`src/rtl/time_counter.sv`:
```
// BCD 24-hour timekeeping core: divides CP down to a 1 s tick and runs a cascaded
// sec/min/hour BCD counter with parallel preset, manual adjust and registered carry pulses.
module time_counter #(
  parameter int TICK_DIV = 100_000_000
) (
  input  logic       CP,
  input  logic       CR,
  input  logic       EN,
  input  logic       PE,
  input  logic [7:0] pre_hour,
  input  logic [7:0] pre_min,
  input  logic       adj_min,
  input  logic       adj_hour,
  output logic [7:0] show_hour,
  output logic [7:0] show_min,
  output logic [7:0] show_sec,
  output logic       sec_tick,
  output logic       min_carry,
  output logic       hour_chime,
  output logic       day_carry,
  output logic       load_err
);

  localparam int PW = $clog2(TICK_DIV);
  localparam logic [PW-1:0] PRESC_MAX = PW'(TICK_DIV - 1);

  // Returns {wrapped, next} for a packed-BCD 00..59 field.
  function automatic logic [8:0] inc60(input logic [7:0] v);
    if (v[3:0] == 4'd9) begin
      if (v[7:4] == 4'd5) return 9'h100;
      return {1'b0, v[7:4] + 4'd1, 4'd0};
    end
    return {1'b0, v[7:4], v[3:0] + 4'd1};
  endfunction

  // Returns {wrapped, next} for a packed-BCD 00..23 field.
  function automatic logic [8:0] inc24(input logic [7:0] v);
    if (v == 8'h23) return 9'h100;
    if (v[3:0] == 4'd9) return {1'b0, v[7:4] + 4'd1, 4'd0};
    return {1'b0, v[7:4], v[3:0] + 4'd1};
  endfunction

  // Numeric compare on packed BCD is safe once every units nibble is known to be <= 9.
  function automatic logic preset_ok(input logic [7:0] h, input logic [7:0] m);
    return (h[3:0] <= 4'd9) && (m[3:0] <= 4'd9) && (m[7:4] <= 4'd5) && (h <= 8'h23);
  endfunction

  logic [PW-1:0] r_presc;
  logic [7:0]    r_hour, r_min, r_sec;
  logic          r_sec_tick, r_min_carry, r_hour_chime, r_day_carry, r_load_err;

  logic          w_tick;
  logic          w_pre_ok;
  logic [8:0]    w_sec_inc, w_min_inc, w_hour_inc;

  assign w_tick     = EN && (r_presc == PRESC_MAX);
  assign w_pre_ok   = preset_ok(pre_hour, pre_min);
  assign w_sec_inc  = inc60(r_sec);
  assign w_min_inc  = inc60(r_min);
  assign w_hour_inc = inc24(r_hour);

  always_ff @(posedge CP) begin
    if (CR) begin
      r_presc      <= '0;
      r_hour       <= 8'h00;
      r_min        <= 8'h00;
      r_sec        <= 8'h00;
      r_sec_tick   <= 1'b0;
      r_min_carry  <= 1'b0;
      r_hour_chime <= 1'b0;
      r_day_carry  <= 1'b0;
      r_load_err   <= 1'b0;
    end else begin
      r_sec_tick   <= 1'b0;
      r_min_carry  <= 1'b0;
      r_hour_chime <= 1'b0;
      r_day_carry  <= 1'b0;
      r_load_err   <= PE && !w_pre_ok;
      if (PE && w_pre_ok) begin
        r_hour  <= pre_hour;
        r_min   <= pre_min;
        r_sec   <= 8'h00;
        r_presc <= '0;
      end else begin
        // The prescaler keeps running under adjust, so a coinciding tick is lost, not delayed.
        if (EN) r_presc <= w_tick ? '0 : r_presc + 1'b1;
        if (adj_min || adj_hour) begin
          if (adj_min)  r_min  <= w_min_inc[7:0];
          if (adj_hour) r_hour <= w_hour_inc[7:0];
        end else if (w_tick) begin
          r_sec      <= w_sec_inc[7:0];
          r_sec_tick <= 1'b1;
          if (w_sec_inc[8]) begin
            r_min       <= w_min_inc[7:0];
            r_min_carry <= 1'b1;
            if (w_min_inc[8]) begin
              r_hour       <= w_hour_inc[7:0];
              r_hour_chime <= 1'b1;
              r_day_carry  <= w_hour_inc[8];
            end
          end
        end
      end
    end
  end

  assign show_hour  = r_hour;
  assign show_min   = r_min;
  assign show_sec   = r_sec;
  assign sec_tick   = r_sec_tick;
  assign min_carry  = r_min_carry;
  assign hour_chime = r_hour_chime;
  assign day_carry  = r_day_carry;
  assign load_err   = r_load_err;

endmodule

```
`config.mk`:
```
export PLATFORM = sky130hd
export DESIGN_NAME = time_counter
export DESIGN_NICKNAME = d
export VERILOG_FILES = /design/src/rtl/time_counter.sv
export SDC_FILE = /design/constraint.sdc
export NUM_CORES = 1
export LEC_CHECK = 0
export CAP_MARGIN = 20
export CORE_MARGIN = 8
export CORE_UTILIZATION = 39
export DETAILED_ROUTE_END_ITERATION = 16
export PLACE_DENSITY = 0.64
export SLEW_MARGIN = 40
export SYNTH_ARGS = -nofsm -noshare
export SYNTH_HDL_FRONTEND = slang
export SYNTH_SLANG_ARGS = --single-unit
```
`constraint.sdc`:
```
create_clock -name CP -period 2.6 [get_ports CP]
set_input_delay 0.52 -clock CP [delete_from_list [all_inputs] [get_ports CP]]
set_output_delay 0.52 -clock CP [all_outputs]
set_load 0.01 [all_outputs]
```
After elaboration in Yosys (flattened, before gate mapping)
Cells that the tools add are included.
Cells by class
  $add $sub $neg: 7
  multiply operators: 0
  div/mod/pow operators: 0
  order comparisons: 4
  eq/ne operators: 9
  shift-type cells: 0
  mux-type cells: 36
  bitwise gates (word level): 4
  reduce and logical (&&, ||, !) cells: 20
Operators by type and width (count)
  $mux W9: 12
  $mux W8: 11
  $add A27 B1 Y27 const B: 1
  $eq A27 B27 Y1 const B: 1
  $mux W27: 1
  $add A4 B1 Y4 const B: 6
  $eq A4 B4 Y1 const B: 3
  $mux W1: 12
  $reduce_bool A3 Y1: 3
  $eq A4 B3 Y1 const B: 2
  $eq A8 B6 Y1 const B: 1
  $le A4 B4 Y1 const B: 2
  $le A8 B6 Y1 const B: 1
  $logic_and A1 B1 Y1: 6
  $ne A3 B3 Y1 const B: 2
  $reduce_and A3 Y1: 2
  $reduce_or A6 Y1: 1
  $reduce_or A5 Y1: 1
  $le A4 B3 Y1 const B: 1
  $not A1 Y1: 4
  $reduce_and A4 Y1: 1
  $reduce_or A4 Y1: 1
  $reduce_or A3 Y1: 1
  $reduce_and A2 Y1: 1
  other kinds (3): 3
Word-level totals
  register bits after elaboration: 56
  latch bits: 0
  memory bits (writable): 0
  memory bits (read-only): 0
  bits of input ports: 22
  output and inout port bits: 29
  logic and storage cells: 90
  memories kept: 0

Logic depth before layout (Yosys ltp)
Gate-level depths: netlist (run 1).
  word-level depth: 11
  mapped depth: 8
  mapped depth without buffers: 7

Least setup slack after synthesis (run 1)
Ideal clock, no wire load.
  kind: input port to flip-flop
  from: in pre_min[6]
  to: reg r_hour[6] (netlist: show_hour[6])
  arrival time: 2.119 ns
  data required time: 2.468 ns
  path slack: 0.349 ns
  stages: 5
  buffers on the path: 1
  cell sequence: a2111oi_0 -> nand2_1 -> o21ai_0 -> clkbuf_1 -> o32ai_1
On the way
  word-level cells in the longest chain between the ends: 6
  elaborated cells between the ends (all ways): 10
  classes of those cells: order compare (1); eq/ne (1); mux (1); reduce/logical (7)
RTL lines
  start: declaration: RTL line 11  | input logic [7:0] pre_min,
  $le A4 B3 Y1 (*): RTL line 45  | return (h[3:0] <= 4'd9) && (m[3:0] <= 4'd9) && (m[7:4] <= 4'd5) && (h <= 8'h23);
  $logic_and A1 B1 Y1 (*) (2 in series): RTL line 45
  $logic_and A1 B1 Y1 (*): RTL line 79  | if (PE && w_pre_ok) begin
  $ne A3 B3 Y1 (no line) / $reduce_bool A3 Y1 (equally long branches)
  $reduce_and A4 Y1 (no line)
  end signal: assignment: RTL line 80  | r_hour <= pre_hour;
  end signal: assignment: RTL line 89  | if (adj_hour) r_hour <= w_hour_inc[7:0];
  end signal: assignment: RTL line 97  | r_hour <= w_hour_inc[7:0];
  end: declaration: RTL line 49  | logic [7:0] r_hour, r_min, r_sec;
Mark *: on every way between the ends. The rest lies on a longest branch, timed or not.
A chain may end at the register's enable or synchronous reset.

Worst setup path after layout (run 1)
  from: in EN
  to: reg r_min[5] (netlist: show_min[5])
On the way
  word-level cells in the longest chain between the ends: 3
RTL lines
  start: declaration: RTL line 8  | input logic EN,
  $logic_and A1 B1 Y1: RTL line 56  | assign w_tick = EN && (r_presc == PRESC_MAX);
  $reduce_bool A3 Y1 (no line)
  $reduce_and A3 Y1 (no line)
  end signal: assignment: RTL line 81  | r_min <= pre_min;
  end signal: assignment: RTL line 88  | if (adj_min) r_min <= w_min_inc[7:0];
  end signal: assignment: RTL line 94  | r_min <= w_min_inc[7:0];
  end: declaration: RTL line 49
Every way passes these cells.

==> metrics.cfg, run 1 <==
[synthesis]
postSynthAreaPerCell_sq_um = 8.32
synth_edf_count = 0
synth_mux_area_share_pct = 1.74
syn_nets = 391
synthXorXnorAreaFrac_pct = 8.39
synth_compound_area_share_pct = 15.7
synth_ff_type = dfxtp_1
synth_top_family_by_area = simple AND/OR/NAND/NOR gates
synth_top_area_cell = dfxtp_1
synthAdderAreaFrac_pct = 2.07
async_flop_share_pct = 0
yosysUniqueCellTypes = 57
synth_area_leaders = dfxtp_1 (37%), nor2_1 (6.1%), xnor2_1 (4.9%)
syn_inst = 364
syn_area_sq_um = 3030
ys_warn_count = 0
synthSimpleGateAreaFrac_pct = 31.9
synth_seq_cells = 56
yosys.area.top_type_share_pct = 37.0
ys_seq_area_share_pct = 37.0

[global_route]
grt_first_pass_wirelength_um = 13600
grt-busiest-layer = met2
grt_usage_pct = 14.8
grt_pass1_vias = 2838
use_met3_pct = 2.73
use_met2_pct = 23.7
overflow = 0
grt_antenna_before_repair = 0
grt_start_max_net_pins = 26
use_met1_pct = 19.4

[job]
drv_cap = 0

[setup_path]
path_cells = clkdlybuf4s50_1 > nand4_1 > or4_4 > or4_1 > a221oi_1 > a311oi_1
cp.required_ns = 2.77
critPathMaxFanout = 8
endpoint_kind = flop
crit_family = simple AND/OR/NAND/NOR gates
max_stage_delay_ns = 0.58
crit_type = input port to flop
start_kind = input port
r2r_slack_ns = 0.20
cp_slowest_cell = or4_1
crit_buf_inv = 1
reg2reg_from = r_presc[20]
crit_arrival_ns = 2.61
worstRegToRegCells = 5
timing.rr.end = show_min[5]
crit_start = EN

[die]
start_util_pct = 39.8
die_w_um = 104
coreArea_sq_um = 7610
die_h_um = 104
ios = 51
dieArea_sq_um = 10800
rows = 32

[sta]
finalHoldViolations = 0
tightest_slew_ns = 0.428
timing.fmax_ghz = 0.409
finalSetupTns_ns = 0
slew_violations = 0
rsz0062_at_grt = no
min_period_ns = 2.44
max_slew_margin_pct = 71.2
fin_worst_skew_ns = 0.00479
setup_viol = 0
timing.final.ws_setup_ns = 0.157
post-route-period-util_pct = 94.0

[pwr]
power.share.clock_pct = 31.9
leakagePower_uw = 0.00140
internal-power_uw = 1140
power_density_nw_per_um2 = 379
p_switching_uw = 375
vdd_drop_max_uv = 203
combPwrFrac_pct = 10.0
seqPwrFrac_pct = 58.1
netSwitchingFraction_pct = 24.7

[clock_network]
postCtsResizedCells = 0
cts_hold_buf = 0
clk_latency_ns = 0.31
clockRootBuffer = clkbuf_8
cts_sinks = 56
tritoncts = built
clockBufferDepth = 2
postCtsSetupRepairBufs = 0
htreeDepth = 2
clk_pin_slew_worst_paths_ns = 0.10
numCtsBuffers = 5

[hold_path]
hold_path_depth = 2
whs_endpoint = r_presc[0]
holdCritPathClass = flop to flop
min_from = r_presc[0]

[layout]
n_antenna_cell = 0
multiInputGateArea_sq_um = 1810
seqCellArea_sq_um = 1120
final_common_cell = dfxtp_1
layout.nets = 476
fillers = 748
area_growth_pct = 32.3
drive_gt1_share_pct = 12.9
layout_common_cells = dfxtp_1 (56), clkdlybuf4s50_1 (50), nor2_1 (49), buf_4 (38), nand3_1 (20)

[route]
wl_um = 8190
vias = 2963
drc_errors = 0
dr.pass1.iters = 4
drt_iter0_drc = 214
postRouteAntennaNets = 0
wl_per_cell_um = 14.8
avgViaCountPerCell = 5.37

[place]
dpl.hpwl_um = 6130
port_buffers = 50
dp_slack_ns = -0.151
place.gp.congestion = 0.876

[status]
status = complete, no violations

[cell usage after synthesis, types with 3 or more instances]
| master | instances |
|---|---|
| and2_1 | 3 |
| a211oi_1 | 4 |
| mux2i_1 | 3 |
| clkbuf_1 | 7 |
| nand3b_1 | 5 |
| xor2_1 | 12 |
| a22oi_1 | 3 |
| inv_1 | 13 |
| nor3_1 | 9 |
| nand2_1 | 18 |
| buf_2 | 3 |
| or3_1 | 4 |
| xnor2_1 | 17 |
| and3_1 | 11 |
| a21oi_1 | 17 |
| nand2b_1 | 6 |
| o31ai_1 | 3 |
| o21ai_0 | 19 |
| nor2_1 | 49 |
| nand3_1 | 20 |
| dfxtp_1 | 56 |
| nor4bb_1 | 5 |
| nor4_1 | 6 |
| nor2b_1 | 6 |
| a221oi_1 | 5 |
| nand4_1 | 12 |
| ha_1 | 5 |
| o22ai_1 | 3 |
[flip-flops by register name (all words and copies together), names as in the netlist]
signal	flops
day_carry	1
hour_chime	1
load_err	1
min_carry	1
r_presc	27
sec_tick	1
show_hour	8
show_min	8
show_sec	8
[logic make-up (layout without fill, tap and decap cells)]
kind of cell             after synthesis  in the layout
flip-flops                            56             56
adder cells (fa/ha/maj)                5              5
XOR/XNOR                              29             29
multiplexers                           5              5
buffers and inverters                 24            110
AO/OA/AOI/OAI                         73             73
AND/OR/NAND/NOR                      172            172
[area by class of cell]
type	instances	share of cell area, %
Timing Repair Buffer	89	20.1
Clock buffer	6	1.81
Sequential cell	56	28.0
Multi-Input combinational cell	284	45.3
Clock inverter	2	0.406
Tap cell	102	3.19
Inverter	13	1.22
[through the flow]
| step | power (uW) | hold WS (ns) | util [%] | cell area, sq um | std cells |
|---|---|---|---|---|---|
| after floorplan | 957 | 0.462 | - | 3030 | 364 |
| after global placement | 1050 | 0.481 | 51.5 | 3920 | 544 |
| after detailed placement | 1050 | 0.500 | 51.5 | 3920 | 544 |
| after CTS | 1540 | 0.518 | 52.6 | 4010 | 552 |
| after global routing | 1580 | 0.539 | 52.6 | 4010 | 552 |
| final | 1520 | 0.517 | 52.6 | 4010 | 552 |
[how the worst max path moves through the flow]
stage / to / depth (start not counted)
5_1_grt: show_sec[1] / 6
2_1_floorplan: show_hour[6] / 5
6_report: show_min[5] / 6
4_1_cts: show_min[5] / 6
3_3_place_gp: show_sec[1] / 6
3_5_place_dp: show_min[5] / 6
[metal layers]
layer,up-vias,share of wire [%]
li1,1510,-
met1,1375,49
met2,72,45
met4,0,0.95
met5,-,0
met3,6,4.7
[worst reg2reg max path, delay by kind of cell (launching register included)]
kind | cells | cell delay [ns]
simple gates | 3 | 1.42
flops | 1 | 0.41
compound gates | 2 | 0.43
[power groups by stage]
stage,sequential (uW),clock (uW),combinational [uW]
3_3_place_gp,901,0,151
5_1_grt,883,535,165
2_1_floorplan,901,0,56.2
4_1_cts,881,508,152
6_report,881,484,152
3_5_place_dp,901,0,152
Power figures use the tool's default switching activity.
==> inputs of run 2 (changes only) <==
- MAX_ROUTING_LAYER: default -> met4
==> run 2 against run 1 <==
Compared with the run above: non-clock buffer count is the same; core utilization is the same; critical path type unchanged; critical endpoint unchanged; fmax shrank 0.19%; sequential share of layout area stayed put; routed wire length fell by 0.23%.
==> metrics.cfg, run 2 (same netlist as run 1, synthesis figures left out) <==
[sta]
min_period_ns = 2.45
finalHoldViolations = 0
fin_worst_skew_ns = 0.00478
finalSetupTns_ns = 0
post-route-period-util_pct = 94.1
max_slew_margin_pct = 71.3
tightest_slew_ns = 0.426
rsz0062_at_grt = no
timing.final.ws_setup_ns = 0.152
setup_viol = 0
slew_violations = 0
timing.fmax_ghz = 0.409

[die]
coreArea_sq_um = 7610
dieArea_sq_um = 10800
ios = 51
die_h_um = 104
die_w_um = 104
start_util_pct = 39.8
rows = 32

[place]
dpl.hpwl_um = 6130
placed_cells = 544
dp_slack_ns = -0.151
place.gp.congestion = 0.890
port_buffers = 50

[route]
postRouteAntennaNets = 0
drc_errors = 0
avgViaCountPerCell = 5.37
wl_um = 8170
drt_iter0_drc = 203
wl_per_cell_um = 14.8
vias = 2964
dr.pass1.iters = 5

[setup_path]
endpoint_kind = flop
crit_arrival_ns = 2.62
timing.rr.end = show_min[5]
cp_slowest_cell = or4_1
reg2reg_from = r_presc[20]
crit_family = simple AND/OR/NAND/NOR gates
max_stage_delay_ns = 0.58
crit_path_end = show_min[5]
crit_start = EN
critPathMaxFanout = 8
crit_buf_inv = 1
path_cells = clkdlybuf4s50_1 > nand4_1 > or4_4 > or4_1 > a221oi_1 > a311oi_1
worstRegToRegCells = 5
r2r_slack_ns = 0.20
cp.required_ns = 2.77
crit_type = input port to flop
start_kind = input port
cp.depth = 6

[layout]
largest_reg_flops = 27
layout_common_cells = dfxtp_1 (56), clkdlybuf4s50_1 (50), nor2_1 (49), buf_4 (38), nand3_1 (20)
regMostFlops = r_presc
layoutNonFillerInstCount = 552
n_antenna_cell = 0
drive_gt1_share_pct = 12.9
layout.nets = 476
final_common_cell = dfxtp_1
area_growth_pct = 32.3

[clock_network]
clockBufferDepth = 2
clk_pin_slew_worst_paths_ns = 0.10
postCtsSetupRepairBufs = 0
tritoncts = built
cts_sinks = 56
clk_latency_ns = 0.31
htreeDepth = 2
numCtsBuffers = 5
postCtsResizedCells = 0
cts_hold_buf = 0
clockRootBuffer = clkbuf_8

[global_route]
grt_pass1_vias = 2835
grt_first_pass_wirelength_um = 13600
grt_antenna_before_repair = 0
grt_start_max_net_pins = 26
overflow = 0
grt_usage_pct = 15.2

[job]
drv_cap = 0

[pwr]
power_uw = 1520
vdd_drop_max_uv = 203
power_density_nw_per_um2 = 379
leakagePower_uw = 0.00140

[status]
status = complete, no violations

[hold_path]
holdCritPathClass = flop to flop

## run 2: cell counts in the layout (fill, tap and decap cells not counted)
No cell type changed its count.
## run 2: area by class of cell
cell class	count	area [sq um]
Clock buffer	6	72.6
Timing Repair Buffer	89	806
Clock inverter	2	16.3
Inverter	13	48.8
Sequential cell	56	1120
Tap cell	102	128
Multi-Input combinational cell	284	1810
Fill cell	748	3600
## run 2: metal layers
metal / part of all wire [%] / GRT usage [%] / wire (um)
met3: 3.7 / 2.42 / 302
met2: 45 / 23.7 / 3680
met4: 0.95 / 4.65 / 78
met5: 0 / - / 0
met1: 50 / 19.6 / 4120
## run 2: through the flow
| step | instance area [sq um] | util, % | hold slack [ns] |
|---|---|---|---|
| final | 4010 | 52.6 | 0.517 |
| after global routing | 4010 | 52.6 | 0.539 |
| after CTS | 4010 | 52.6 | 0.518 |
| after detailed placement | 3920 | 51.5 | 0.500 |
| after global placement | 3920 | 51.5 | 0.481 |
| after floorplan | 3030 | - | 0.462 |
## run 2: where the power goes
part           internal [uW]  switching, uW  leakage [uW]
clock network            193            291     0.0000414
registers                867           13.9      0.000452
logic                   82.1           69.8      0.000904
total                   1140            375       0.00140
## run 2: how the worst min path moves through the flow
| stage | from | end | slack (ns) | cells after the start |
|---|---|---|---|---|
| finish | r_presc[0] | r_presc[0] | 0.52 | 2 |
| global route | r_presc[0] | r_presc[0] | 0.54 | 2 |
| CTS | r_presc[0] | r_presc[0] | 0.52 | 2 |
| detailed placement | r_presc[0] | r_presc[0] | 0.50 | 2 |
| global placement | r_presc[1] | r_presc[1] | 0.48 | 2 |
| floorplan | r_presc[1] | r_presc[1] | 0.46 | 2 |
## run 2: worst register-to-register path, stage by stage, from the launching register on
cell	delay, ns
dfxtp_1	0.41
nand4_1	0.21
or4_4	0.63
or4_1	0.58
a221oi_1	0.34
a311oi_1	0.10
==> patch 1, RTL diff (flow settings as in run 1) <==
Set the parameter `TICK_DIV` to 400_000_000 (it was 100_000_000).
--- a/src/rtl/time_counter.sv
+++ b/src/rtl/time_counter.sv
@@ -2,5 +2,5 @@
 // sec/min/hour BCD counter with parallel preset, manual adjust and registered carry pulses.
 module time_counter #(
-  parameter int TICK_DIV = 100_000_000
+  parameter int TICK_DIV = 400_000_000
 ) (
   input  logic       CP,
Behaviour: no difference found for any inputs over 10 cycles, from zero or initial values; that may be too few to reach the edited logic, so the function may still have changed.
==> patch 1 against run 1 <==
  * Count of clock-buffer cells in the layout is 6 higher
  * Power up 39%
  * Cell area up 3.5%
  * Wire length down 5.8%
  * Setup slack worse by 0.051 ns
  * Sequential cell count grew 2
  * Synthesized area fell by 0.41%
  * Critical path type unchanged
==> patch 1: results (changes against run 1) <==
Initial DRC Count: 88 (was 214)
Wire length per cell after detailed routing: 13.8 um (was 14.8 um)
Synth Instances: 367 (was 364)
Overall Global Routing Usage: 0.143 (was 0.148)
Wire length on met2: 3510 um (was 3680 um)
Share of layout cells above drive strength 1: 0.136 (was 0.129)
Aggregate routed wire length: 7710 um (was 8190 um)
Met3 Resource Use GR: 0.0397 (was 0.0273)
Worst hold path startpoint: r_presc[7]$_SDFFE_PP0P_ (was r_presc[0]$_SDFFE_PP0P_)
Layout Skew: 0.0112 ns (was 0.00479 ns)
Clock-pin transition on the worst setup and hold timing paths: 0.07 ns (was 0.10 ns)
Most frequent cells after synthesis: 62 x sky130_fd_sc_hd__nor2_1, 58 x sky130_fd_sc_hd__dfxtp_1, 26 x sky130_fd_sc_hd__nand2_1 (was 56 x sky130_fd_sc_hd__dfxtp_1, 49 x sky130_fd_sc_hd__nor2_1, 20 x sky130_fd_sc_hd__nand3_1)
Post-Synthesis Net Count: 394 (was 391)
Sequential-to-total area share from yosys stat: 0.385 (was 0.370)
Number of inserted filler cells in the final layout: 722 (was 748)
Met1 layer usage reported by global route: 0.171 (was 0.194)
Net total in the final layout: 479 (was 476)
Cell type of the slowest stage on the worst timing path: sky130_fd_sc_hd__or4_4 (was sky130_fd_sc_hd__or4_1)
Number of flip-flops in the largest register: 29 (was 27)
Met2 track utilization from global routing: 0.232 (was 0.237)
Placed Cells: 543 (was 544)
Status: complete, no violations (unchanged)
Largest voltage drop on the vdd net: 0.290 mV (was 0.203 mV)
Half-perimeter wire length after detailed placement: 5860 um (was 6130 um)
Number of levels in the clock H-tree: 3 (was 2)
Routability cong.: 0.782 (was 0.876)
[patch 1: path summary, 6_finish.rpt]
check | to | slack, ns | cells after the start
min | r_presc[7]$_SDFFE_PP0P_ | 0.49 | 2
min reg2reg | r_presc[7]$_SDFFE_PP0P_ | 0.49 | 2
max reg2reg | show_min[4]$_SDFFE_PP0P_ | 0.15 | 7
max | show_min[4]$_SDFFE_PP0P_ | 0.11 | 7
[patch 1: layout make-up]
cell class,instances,area (um2),area share
clock buffer,12,155,0.0374
clock inverter,4,97.6,0.0235
inverter,12,45.0,0.0109
multi-input combinational,285,1760,0.425
sequential,58,1160,0.280
tap,102,128,0.0308
timing repair buffer,86,796,0.192
[patch 1: cell families (layout without fill, tap and decap cells)]
kind of cell | after synthesis | after routing | synth area share
buf+inv | 24 | 114 | 0.0303
mux | 6 | 6 | 0.0199
fa+ha+maj | 5 | 5 | 0.0207
xor+xnor | 31 | 31 | 0.0900
compound gates | 58 | 58 | 0.122
simple gates | 185 | 185 | 0.332
flops | 58 | 58 | 0.385
[patch 1: power breakdown]
group | internal [mW] | leakage (nW) | switching, mW
sequential | 0.898 | 0.469 | 0.0126
combinational | 0.0793 | 0.969 | 0.0633
clock | 0.689 | 0.123 | 0.366
[patch 1: stage by stage]
stage / setup TNS (ns) / total power [mW] / cell area (um2) / setup WS, ns / hold slack [ns]
after floorplan: 0 / 0.983 / 3020 / 0.260 / 0.453
after global placement: -1.00 / 1.07 / 3890 / -0.211 / 0.469
after detailed placement: -1.63 / 1.07 / 3890 / -0.256 / 0.487
after CTS: 0 / 2.14 / 4150 / 0.108 / 0.497
after global routing: 0 / 2.19 / 4150 / 0.0110 / 0.519
final: 0 / 2.11 / 4150 / 0.106 / 0.489
==> patch 2, RTL diff (settings of run 1) <==
Made on the original files. Add an input register stage for `pre_hour`, without a reset; this delays it by one clock. The other inputs are not delayed to match.
--- a/src/rtl/time_counter.sv
+++ b/src/rtl/time_counter.sv
@@ -24,4 +24,10 @@
   localparam int PW = $clog2(TICK_DIV);
   localparam logic [PW-1:0] PRESC_MAX = PW'(TICK_DIV - 1);
+
+  logic [7:0] pre_hour_q;
+
+  always_ff @(posedge CP) begin
+    pre_hour_q <= pre_hour;
+  end
 
   // Returns {wrapped, next} for a packed-BCD 00..59 field.
@@ -55,5 +61,5 @@
 
   assign w_tick     = EN && (r_presc == PRESC_MAX);
-  assign w_pre_ok   = preset_ok(pre_hour, pre_min);
+  assign w_pre_ok   = preset_ok(pre_hour_q, pre_min);
   assign w_sec_inc  = inc60(r_sec);
   assign w_min_inc  = inc60(r_min);
@@ -78,5 +84,5 @@
       r_load_err   <= PE && !w_pre_ok;
       if (PE && w_pre_ok) begin
-        r_hour  <= pre_hour;
+        r_hour  <= pre_hour_q;
         r_min   <= pre_min;
         r_sec   <= 8'h00;
Formal check against the unedited RTL: not equivalent (Yosys sat finds a counterexample within 4 cycles, from zero or initial values).
==> patch 2 against run 1 <==
  * Critical path depth up 2
  * Synthesized area up 1.9%
  * Worst hold slack worse by 0.073 ns
  * Highest routed layer unchanged
  * First-iteration DRC count down 68%
  * Count of clock-buffer cells in the layout up 6
  * Cell area up 2.6%
  * Setup slack worse by 0.042 ns
  * Sequential cell count up 8
  * Largest power group unchanged
  * Wire length down 11%
  * Power up 38%
  * Critical path type unchanged
  * Utilization up 0.80 points
  * Sequential share of layout area up 3.2 points
  * Register-to-register slack worse by 0.02 ns
==> patch 2: results (changes against run 1) <==
Pin count of the biggest net entering global routing: 25 (was 26)
Half-perimeter wire length after detailed placement: 5520 um (was 6130 um)
Worst-skew pair later-pin latency: 0.34 ns (was 0.31 ns)
Fraction of power spent switching nets: 0.221 (was 0.247)
Most frequent cells after synthesis: 64 x sky130_fd_sc_hd__dfxtp_1, 58 x sky130_fd_sc_hd__nor2_1, 24 x sky130_fd_sc_hd__nand2_1 (was 56 x sky130_fd_sc_hd__dfxtp_1, 49 x sky130_fd_sc_hd__nor2_1, 20 x sky130_fd_sc_hd__nand3_1)
Number of inserted filler cells in the final layout: 743 (was 748)
Largest voltage drop on the vdd net: 0.236 mV (was 0.203 mV)
Post-Synthesis Net Count: 384 (was 391)
Cells on worst reg2reg path: 8 (was 5)
Overall Global Routing Usage: 0.139 (was 0.148)
Sequential-to-total area share from yosys stat: 0.415 (was 0.370)
Static power due to leakage: 1.45 nW (was 1.40 nW)
Data arrival at the endpoint of the critical path: 2.73 ns (was 2.61 ns)
Clock-pin transition on the worst setup and hold timing paths: 0.07 ns (was 0.10 ns)
Share of layout cells above drive strength 1: 0.133 (was 0.129)
Setup slack at placement: -0.179 ns (was -0.151 ns)
First-pass GRT wire length: 12900 um (was 13600 um)
Crit Path Max Fanout: 5 (was 8)
Max stage delay on crit path: 0.54 ns (was 0.58 ns)
Layout Skew: 0.0102 ns (was 0.00479 ns)
Share of synthesized cell area in full adder, half adder and majority cells: 0.0203 (was 0.0207)
Share of the synthesized netlist area taken by xor and xnor gates: 0.0908 (was 0.0839)
Critical register-to-register path startpoint: r_presc[0]$_SDFFE_PP0P_ (was r_presc[20]$_SDFFE_PP0P_)
Largest cells by area after synthesis: sky130_fd_sc_hd__dfxtp_1 42%, sky130_fd_sc_hd__nor2_1 7.1%, sky130_fd_sc_hd__xnor2_1 4.5% (was sky130_fd_sc_hd__dfxtp_1 37%, sky130_fd_sc_hd__nor2_1 6.1%, sky130_fd_sc_hd__xnor2_1 4.9%)
Net total in the final layout: 465 (was 476)
Post-placement cell area: 3910 um2 (was 3920 um2)
Status: complete, no violations (unchanged)
Routability cong.: 0.790 (was 0.876)
Initial DRC Count: 68 (was 214)
Minimum clock period: 2.48 ns (was 2.44 ns)
Count of vias placed by the detailed router: 2785 (was 2963)
Reg-to-reg endpoint: show_sec[6]$_SDFFE_PP0P_ (was show_min[5]$_SDFFE_PP0P_)
==> patch 2: routing by layer <==
layer | routed length [um] | part of all wire | global-route usage
met3 | 290 | 0.040 | 0.0461
met5 | 0 | 0 | 0
met4 | 104 | 0.014 | 0.0520
met1 | 3300 | 0.45 | 0.160
met2 | 3580 | 0.49 | 0.233
==> patch 2: worst max path at each step <==
| stage | start | to | cells past startpoint |
|---|---|---|---|
| 2_1_floorplan | pre_min[6] | r_presc[10]$_SDFFE_PP0P_ | 8 |
| 3_3_place_gp | pre_min[6] | show_min[4]$_SDFFE_PP0P_ | 8 |
| 3_5_place_dp | EN | show_sec[6]$_SDFFE_PP0P_ | 8 |
| 4_1_cts | EN | show_sec[6]$_SDFFE_PP0P_ | 8 |
| 5_1_grt | r_presc[0]$_SDFFE_PP0P_ | show_sec[6]$_SDFFE_PP0P_ | 8 |
| 6_report | EN | show_sec[6]$_SDFFE_PP0P_ | 8 |
==> patch 2: critical path: cells and delay by family <==
kind / cells / cell delay (ns)
buf+inv: 2 / 0.67
compound gates: 2 / 0.39
simple gates: 4 / 1.16
==> patch 2: cells by family after synthesis <==
logic type / count (synthesis)
AND/OR/NAND/NOR: 175
flip-flops: 64
AO/OA/AOI/OAI: 49
XOR/XNOR: 32
buffers and inverters: 25
multiplexers: 7
adder cells (fa/ha/maj): 5
==> patch 2: final cells by class <==
cell class,count,share of cell area
clock buffers,12,0.0329
clock inverters,3,0.0164
flip-flops and latches,64,0.312
inverters,14,0.0128
multi-input cells,268,0.414
repair buffers,81,0.181
well taps,102,0.0311
==> patch 2: through the flow <==
stage                     utilization  instances
after CTS                       0.535        544
after floorplan                     -        357
after global routing            0.535        544
after global placement          0.508        529
after detailed placement        0.508        529
final                           0.535        544
==> patch 2: power by group through the flow <==
stage	clock network (mW)	registers, mW	logic [mW]
finish	0.906	1.02	0.159
global placement	0	1.04	0.160
floorplan	0	1.04	0.0657
global route	0.996	1.02	0.175
CTS	0.930	1.02	0.161
detailed placement	0	1.04	0.161
